**config.mk**
```make
export PLATFORM = sky130hd
export DESIGN_NAME = cam_pixel_source_flat
export DESIGN_NICKNAME = d
export VERILOG_FILES = /design/src/rtl/cam_pixel_source_if.sv /design/src/rtl/cam_pixel_source.sv /design/src/flat_wrapper.sv
export SDC_FILE = /design/constraint.sdc
export NUM_CORES = 1
export LEC_CHECK = 0
export ABC_CLOCK_PERIOD_IN_PS = 8860
export BUFFER_PORTS_ARGS = -buffer_cell sky130_fd_sc_hd__buf_2
export CORE_UTILIZATION = 50
export CTS_BUF_LIST = sky130_fd_sc_hd__clkbuf_8 sky130_fd_sc_hd__clkbuf_16
export CTS_CLUSTER_SIZE = 16
export DETAILED_ROUTE_END_ITERATION = 7
export PLACE_DENSITY_LB_ADDON = 0.1
export RECOVER_POWER = 25
export SYNTH_ARGS = -nofsm -noshare
export SYNTH_HDL_FRONTEND = slang
export SYNTH_SLANG_ARGS = --single-unit
```
**constraint.sdc**
```tcl
create_clock -name clk_50 -period 8.86 [get_ports clk_50]
set_input_delay 1.329 -clock clk_50 [delete_from_list [all_inputs] [get_ports clk_50]]
set_output_delay 1.329 -clock clk_50 [all_outputs]
set_load 0.03 [all_outputs]
```
**src/rtl/cam_pixel_source_if.sv**
```systemverilog
// cam_pixel_source_if: camera-style video bus (pclk, v_sync, h_ref, data_out).
// The master side is the pixel source and the slave side is a receiver such as vga_driver.
interface cam_pixel_source_if;
    logic       pclk;
    logic       v_sync;
    logic       h_ref;
    logic [7:0] data_out;

    modport master (output pclk, output v_sync, output h_ref, output data_out);
    modport slave  (input  pclk, input  v_sync, input  h_ref, input  data_out);
endinterface

```
**src/rtl/cam_pixel_source.sv**
```systemverilog
// cam_pixel_source: on-chip OV7670-style test pixel transmitter in the clk_50 domain.
// pclk is clk_50/2. All video outputs change on pclk falling, so they are stable when pclk rises.
// Optional macro CAM_PIXEL_SOURCE_RGB565_EN sends two bytes (RGB565, high byte first) per pixel.
module cam_pixel_source #(
    parameter int H_TOTAL      = 785,
    parameter int H_ACT_START  = 144,
    parameter int H_ACT_END    = 784,
    parameter int V_TOTAL      = 511,
    parameter int VSYNC_LINES  = 3,
    parameter int V_ACT_START  = 20,
    parameter int V_ACT_END    = 500,
    parameter int BOX_MARGIN_H = 80,
    parameter int BOX_MARGIN_V = 60
) (
    input  logic                   clk_50,
    input  logic                   reset,
    input  logic                   enable,
    input  logic [1:0]             pattern,
    cam_pixel_source_if.master     video,
    output logic                   frame_done,
    output logic [15:0]            frame_count,
    output logic                   busy
);

`ifdef CAM_PIXEL_SOURCE_RGB565_EN
    localparam int ACT_W = (H_ACT_END - H_ACT_START) / 2;
`else
    localparam int ACT_W = H_ACT_END - H_ACT_START;
`endif
    localparam int ACT_H = V_ACT_END - V_ACT_START;

    localparam logic [9:0] H_LAST  = 10'(H_TOTAL - 1);
    localparam logic [9:0] H_A0    = 10'(H_ACT_START);
    localparam logic [9:0] H_A1    = 10'(H_ACT_END);
    localparam logic [8:0] V_LAST  = 9'(V_TOTAL - 1);
    localparam logic [8:0] V_SY    = 9'(VSYNC_LINES);
    localparam logic [8:0] V_A0    = 9'(V_ACT_START);
    localparam logic [8:0] V_A1    = 9'(V_ACT_END);
    localparam logic [9:0] BOX_H0  = 10'(BOX_MARGIN_H);
    localparam logic [9:0] BOX_H1  = 10'(ACT_W - BOX_MARGIN_H);
    localparam logic [8:0] BOX_V0  = 9'(BOX_MARGIN_V);
    localparam logic [8:0] BOX_V1  = 9'(ACT_H - BOX_MARGIN_V);
    localparam logic [9:0] BAR_W   = 10'(ACT_W / 8);

    typedef enum logic {IDLE, RUN} state_t;

    state_t      state, next_state;
    logic [9:0]  h_count, next_h;
    logic [8:0]  v_count, next_v;
    logic [1:0]  pat_q, pat_sel;
    logic        pclk_q, tick, start_frame, frame_end;
    logic [15:0] fc_next;
    logic        vs_q, href_q;
    logic [7:0]  data_q;
    logic [9:0]  px_raw, px;
    logic [8:0]  py;
    logic        in_box;
    logic [2:0]  bar;
    logic [7:0]  g, pix_byte;
    logic        vs_d, href_d;
    logic [7:0]  data_d;
`ifdef CAM_PIXEL_SOURCE_RGB565_EN
    logic [15:0] rgb;
`endif

    // tick is the clk_50 cycle in which pclk is high, so everything below moves on pclk falling
    assign tick = pclk_q;

    assign video.pclk     = pclk_q;
    assign video.v_sync   = vs_q;
    assign video.h_ref    = href_q;
    assign video.data_out = data_q;

    // Free-running pixel clock at half the system clock
    always_ff @(posedge clk_50) begin
        if (reset) pclk_q <= 1'b0;
        else       pclk_q <= ~pclk_q;
    end

    // FSM state register, advanced only on ticks
    always_ff @(posedge clk_50) begin
        if (reset)     state <= IDLE;
        else if (tick) state <= next_state;
    end

    // Next state and next raster position; a frame boundary restarts at (0,0) with no gap
    always_comb begin
        next_state  = state;
        next_h      = h_count;
        next_v      = v_count;
        start_frame = 1'b0;
        frame_end   = 1'b0;
        case (state)
            IDLE: begin
                next_h = 10'd0;
                next_v = 9'd0;
                if (enable) begin
                    next_state  = RUN;
                    start_frame = 1'b1;
                end
            end
            RUN: begin
                if (h_count == H_LAST) begin
                    next_h = 10'd0;
                    if (v_count == V_LAST) begin
                        next_v    = 9'd0;
                        frame_end = 1'b1;
                        if (enable) start_frame = 1'b1;
                        else        next_state  = IDLE;
                    end else begin
                        next_v = v_count + 9'd1;
                    end
                end else begin
                    next_h = h_count + 10'd1;
                end
            end
            default: next_state = IDLE;
        endcase
        fc_next = frame_count + 16'(frame_end);
        pat_sel = start_frame ? pattern : pat_q;
    end

    // Decode the position about to be emitted into sync, line-valid and pixel byte
    always_comb begin
        px_raw = next_h - H_A0;
`ifdef CAM_PIXEL_SOURCE_RGB565_EN
        px     = {1'b0, px_raw[9:1]};
`else
        px     = px_raw;
`endif
        py     = next_v - V_A0;
        in_box = (px >= BOX_H0) && (px < BOX_H1) && (py >= BOX_V0) && (py < BOX_V1);
        bar    = 3'(px / BAR_W);
        g      = 8'd0;
        case (pat_sel)
            2'd0:    g = in_box ? 8'h00 : 8'hFF;
            2'd1:    g = {bar, bar, bar[2:1]};
            2'd2:    g = px[7:0];
            default: g = fc_next[7:0];
        endcase
`ifdef CAM_PIXEL_SOURCE_RGB565_EN
        rgb      = {g[7:3], g[7:2], g[7:3]};
        pix_byte = px_raw[0] ? rgb[7:0] : rgb[15:8];
`else
        pix_byte = g;
`endif
        vs_d   = (next_state == RUN) && (next_v < V_SY);
        href_d = (next_state == RUN) && !vs_d &&
                 (next_v >= V_A0) && (next_v < V_A1) &&
                 (next_h >= H_A0) && (next_h < H_A1);
        data_d = href_d ? pix_byte : 8'd0;
    end

    // Counters, latched pattern and registered outputs; frame_done lasts exactly the tick edge's cycle
    always_ff @(posedge clk_50) begin
        if (reset) begin
            h_count     <= 10'd0;
            v_count     <= 9'd0;
            pat_q       <= 2'd0;
            vs_q        <= 1'b0;
            href_q      <= 1'b0;
            data_q      <= 8'd0;
            busy        <= 1'b0;
            frame_done  <= 1'b0;
            frame_count <= 16'd0;
        end else begin
            frame_done <= tick && frame_end;
            if (tick) begin
                h_count     <= next_h;
                v_count     <= next_v;
                frame_count <= fc_next;
                vs_q        <= vs_d;
                href_q      <= href_d;
                data_q      <= data_d;
                busy        <= (next_state == RUN);
                if (start_frame) pat_q <= pattern;
            end
        end
    end

endmodule

```
**src/flat_wrapper.sv**
```systemverilog
// flat-port wrapper written by rule: the top's interface ports become plain ports
module cam_pixel_source_flat 
#(
    parameter int H_TOTAL      = 785,
    parameter int H_ACT_START  = 144,
    parameter int H_ACT_END    = 784,
    parameter int V_TOTAL      = 511,
    parameter int VSYNC_LINES  = 3,
    parameter int V_ACT_START  = 20,
    parameter int V_ACT_END    = 500,
    parameter int BOX_MARGIN_H = 80,
    parameter int BOX_MARGIN_V = 60
)
  (clk_50, reset, enable, pattern, frame_done, frame_count, busy, video_pclk, video_v_sync, video_h_ref, video_data_out);
  cam_pixel_source_if video_i ();
  input  logic clk_50;
  input  logic reset;
  input  logic enable;
  input  logic [1:0] pattern;
  output logic frame_done;
  output logic [15:0] frame_count;
  output logic busy;
  output wire logic [$bits(video_i.pclk)-1:0] video_pclk;
  output wire logic [$bits(video_i.v_sync)-1:0] video_v_sync;
  output wire logic [$bits(video_i.h_ref)-1:0] video_h_ref;
  output wire logic [$bits(video_i.data_out)-1:0] video_data_out;
  assign video_pclk = video_i.pclk;
  assign video_v_sync = video_i.v_sync;
  assign video_h_ref = video_i.h_ref;
  assign video_data_out = video_i.data_out;
  cam_pixel_source #(.H_TOTAL(H_TOTAL), .H_ACT_START(H_ACT_START), .H_ACT_END(H_ACT_END), .V_TOTAL(V_TOTAL), .VSYNC_LINES(VSYNC_LINES), .V_ACT_START(V_ACT_START), .V_ACT_END(V_ACT_END), .BOX_MARGIN_H(BOX_MARGIN_H), .BOX_MARGIN_V(BOX_MARGIN_V)) u_core (.clk_50(clk_50), .reset(reset), .enable(enable), .pattern(pattern), .video(video_i), .frame_done(frame_done), .frame_count(frame_count), .busy(busy));
endmodule
```
==> summary.txt <==
Global routing
  • Initial antenna violation count: 0
  • Grt total ovfl: 0
  • Met2 Use GR: 0.4476
  • Largest net degree at the start of global routing: 43
  • GRT Overall Usage: 0.2678
  • First-pass GRT wire length: 16,460 um
  • M1 GR Usage: 0.3641
  • GR met3 Demand/Resource: 0.03509
  • GRT busiest layer: met2
  • Vias in the first global route: 3,248

Yosys
  • Yosys warning total: 0
  • Post-synth top area share: 0.2630
  • Number of flops mapped to enable cells by yosys: 0
  • Post-Synthesis Cell Area: 3806 um^2
  • Post-synthesis cell type count: 58
  • Post-synth ARST share: 0
  • Synth Register Bits: 50
  • Commonest cells post-synth: nor2_1, dfxtp_1, nand2_1
  • Most numerous cell in the Yosys netlist: nor2_1
  • Top FF cell, synth: dfxtp_1
  • Biggest area consumer among synthesized cells: dfxtp_1
  • Post-Syn Nets: 525
  • Seq/Total Area, Yosys: 0.2630
  • Mean Syn Cell Area: 7.507 um^2
  • Top post-synthesis cells by area: dfxtp_1, xor2_1, nor2_1, nand2_1, ha_1
  • Post-Syn Instances: 507

Job
  • Max-cap violation count: 1

Timing
  • Setup violations, final: 0
  • Clock Skews: 0.01361 ns
  • Slew margin rel.: -0.2659
  • Worst Max-Slew Pin Slew: 1.899 ns
  • RSZ-0062 raised after global routing: false
  • Final period utilization: 0.5248
  • Final Critical Period: 4.650 ns
  • Final Slew Violations: 43
  • Fin Hold WS: 0.4536 ns
  • Setup TNS Final: 0 ns
  • Final Hold Vio Count: 0
  • Maximum clock frequency: 215.1 MHz

Detailed routing
  • Vias: 3,767
  • Antenna-violating nets left: 0
  • Drc violations: 0
  • First-pass detailed-route iteration total: 6
  • Average wire per standard cell: 16.57 um
  • Final WL: 10,210 um
  • Initial drt markers: 250
  • Via density per instance: 6.115

Clocking
  • Post-cts repair resize count: 0
  • Num CTS Buffers: 5
  • CTS Hold Bufs: 0
  • Root Driver: clkbuf_8
  • Worst skew pair latency: 0.32 ns
  • CTS tree: yes
  • Clock Sinks: 50
  • Clock buffer depth: 2
  • Htree depth: 2
  • Setup bufs post-CTS: 0
  • Clk slew on worst S/H paths: 0.10 ns

Worst setup path
  • Worst r2r src: u_core.h_count[0]
  • CP Launch Type: flip-flop
  • Worst R2R Setup Slack: 4.21 ns
  • R2R cell count: 16
  • Worst Path Max Fanout: 20
  • Critical path endpoint category: flip-flop
  • Reg2Reg Capture Point: u_core.video.data_out[0]
  • Kind of critical path: flip-flop to flip-flop
  • CP required: 9.07 ns
  • Worst EP arrival: 4.86 ns

Final layout
  • Area of the multi-input gates: 2589 um^2
  • Proportion of layout cells with a drive suffix above 1: 0.08897
  • Seq. cell area: 1001 um^2
  • Fillers: 747
  • Layout overhead on the synthesized area: 6.180%
  • Post-route cell area: 4041 um^2
  • Post-route insts no fill: 616
  • Nets@finish: 534
  • Ant. Diodes: 0

Power and ir drop
  • Pwr dens: 103.2 nW/um^2
  • Worst VDD drop: 0.00007124 V
  • Leak: 1.571 nW

Worst hold path
  • Hold-critical path depth: 2
  • Worst hold endpoint: u_core.video.data_out[2]
  • Min-delay src: u_core.video.data_out[2]
  • Worst min path class: flip-flop to flip-flop

Die
  • Die Footprint: 7966 um^2
  • Die Height: 89.25 um
  • FP Rows: 31
  • Initial Utilization: 0.5220
  • Die X-Extent: 89.25 um
  • Core box area: 7292 um^2
  • Top Ports: 34

Placement
  • I/O Buffers: 33
  • Cell Area, Placed: 3975 um^2
  • GP Congestion: 0.8993
  • DP HPWL: 7578 um
  • Placed Cells incl. Taps: 608

Status
  • Failing checks: capacitance limit, slew limit
  • Status: finished with violations
==> metal layers <==
layer  part of all wire  wire length, um
met5                  0                0
met3              0.047              477
met1               0.46             4703
met2               0.48             4865
met4              0.016              162
==> final cells by class <==
cell class | count | area share
inverters | 15 | 0.01393
clock inverters | 3 | 0.006502
flip-flops and latches | 50 | 0.2477
repair buffers | 37 | 0.04365
clock buffers | 5 | 0.01703
multi-input cells | 407 | 0.6406
well taps | 99 | 0.03065
==> worst max-delay path, stage by stage (launching register included) <==
cell and delay (ns):
dfxtp_1 0.45, inv_1 0.13, ha_1 0.23, and3_1 0.23, a31oi_1 0.17, clkbuf_1 0.63, nand2b_1 0.33, ha_1 0.42
nor2b_1 0.19, o21ai_0 0.12, o211ai_1 0.18, o21ai_1 0.41, nor4_1 0.13, a311o_1 0.33, a211o_1 0.35, a32oi_1 0.19
o21ai_1 0.08
==> state kept, by name, summed over array words and instances (netlist names) <==
register / count
u_core.video.v_sync: 1
u_core.frame_done: 1
u_core.video.pclk: 1
u_core.h_count: 10
u_core.video.h_ref: 1
u_core.video.data_out: 8
u_core.frame_count: 16
u_core.state: 1
u_core.v_count: 9
u_core.pat_q: 2
==> per-stage QoR <==
stage	setup slack, ns	utilization	power (mW)
after CTS	4.718	0.5582	0.4216
after detailed placement	4.758	0.5451	0.2779
after floorplan	5.245	-	0.2653
after global placement	4.832	0.5451	0.2770
final	4.210	0.5542	0.4170
after global routing	3.849	0.5542	0.4327
==> placed cells by master (no fill, tap or decap), types with 4 or more instances in the layout <==
master    synthesis  layout
a211o_1           5       5
a211oi_1          6       6
a21o_1            4       4
a21oi_1          24      24
a31oi_1           8       8
a32oi_1           6       6
and2_1            7       7
and3_1           13      13
buf_2             3      27
clkbuf_1         26       9
clkbuf_8          0       5
dfxtp_1          50      50
ha_1             13      13
inv_1            15      15
mux2i_1          14      14
nand2_1          46      46
nand2b_1          5       5
nand3_1          27      27
nand4_1          18      18
nor2_1           57      57
nor3_1           14      14
nor4_1            4       4
o211ai_1          6       6
o21ai_0          24      24
o21ai_1          11      11
o31ai_1           5       5
or3_1             5       5
or4_1             4       4
xnor2_1          15      15
xor2_1           26      26
==> worst max-delay path by stage <==
stage                                  from                  endpoint  slack [ns]  depth (start not counted)
after detailed placement  u_core.h_count[0]  u_core.video.data_out[2]        4.76                         17
after CTS                 u_core.h_count[0]  u_core.video.data_out[2]        4.72                         17
final                     u_core.h_count[0]  u_core.video.data_out[0]        4.21                         16
after global placement    u_core.h_count[5]  u_core.video.data_out[0]        4.83                         15
after global routing      u_core.h_count[0]  u_core.video.data_out[0]        3.85                         16
after floorplan           u_core.h_count[6]  u_core.video.data_out[0]        5.25                         17
==> cells by family (layout without fill, tap and decap cells) <==
kind of cell | count (synthesis) | count (layout) | synth area share
AND/OR/NAND/NOR | 216 | 216 | 0.2919
AO/OA/AOI/OAI | 119 | 119 | 0.2055
flip-flops | 50 | 50 | 0.2630
buffers and inverters | 50 | 60 | 0.05424
XOR/XNOR | 41 | 41 | 0.09435
multiplexers | 17 | 17 | 0.04569
adder cells (fa/ha/maj) | 14 | 14 | 0.04537
==> where the power goes <==
part | internal, mW | leakage, nW | switching, mW
clock network | 0.0583 | 0.0491 | 0.0867
logic | 0.0120 | 1.12 | 0.0309
registers | 0.227 | 0.404 | 0.00260
Note: power is estimated with default switching activity, not from simulation.
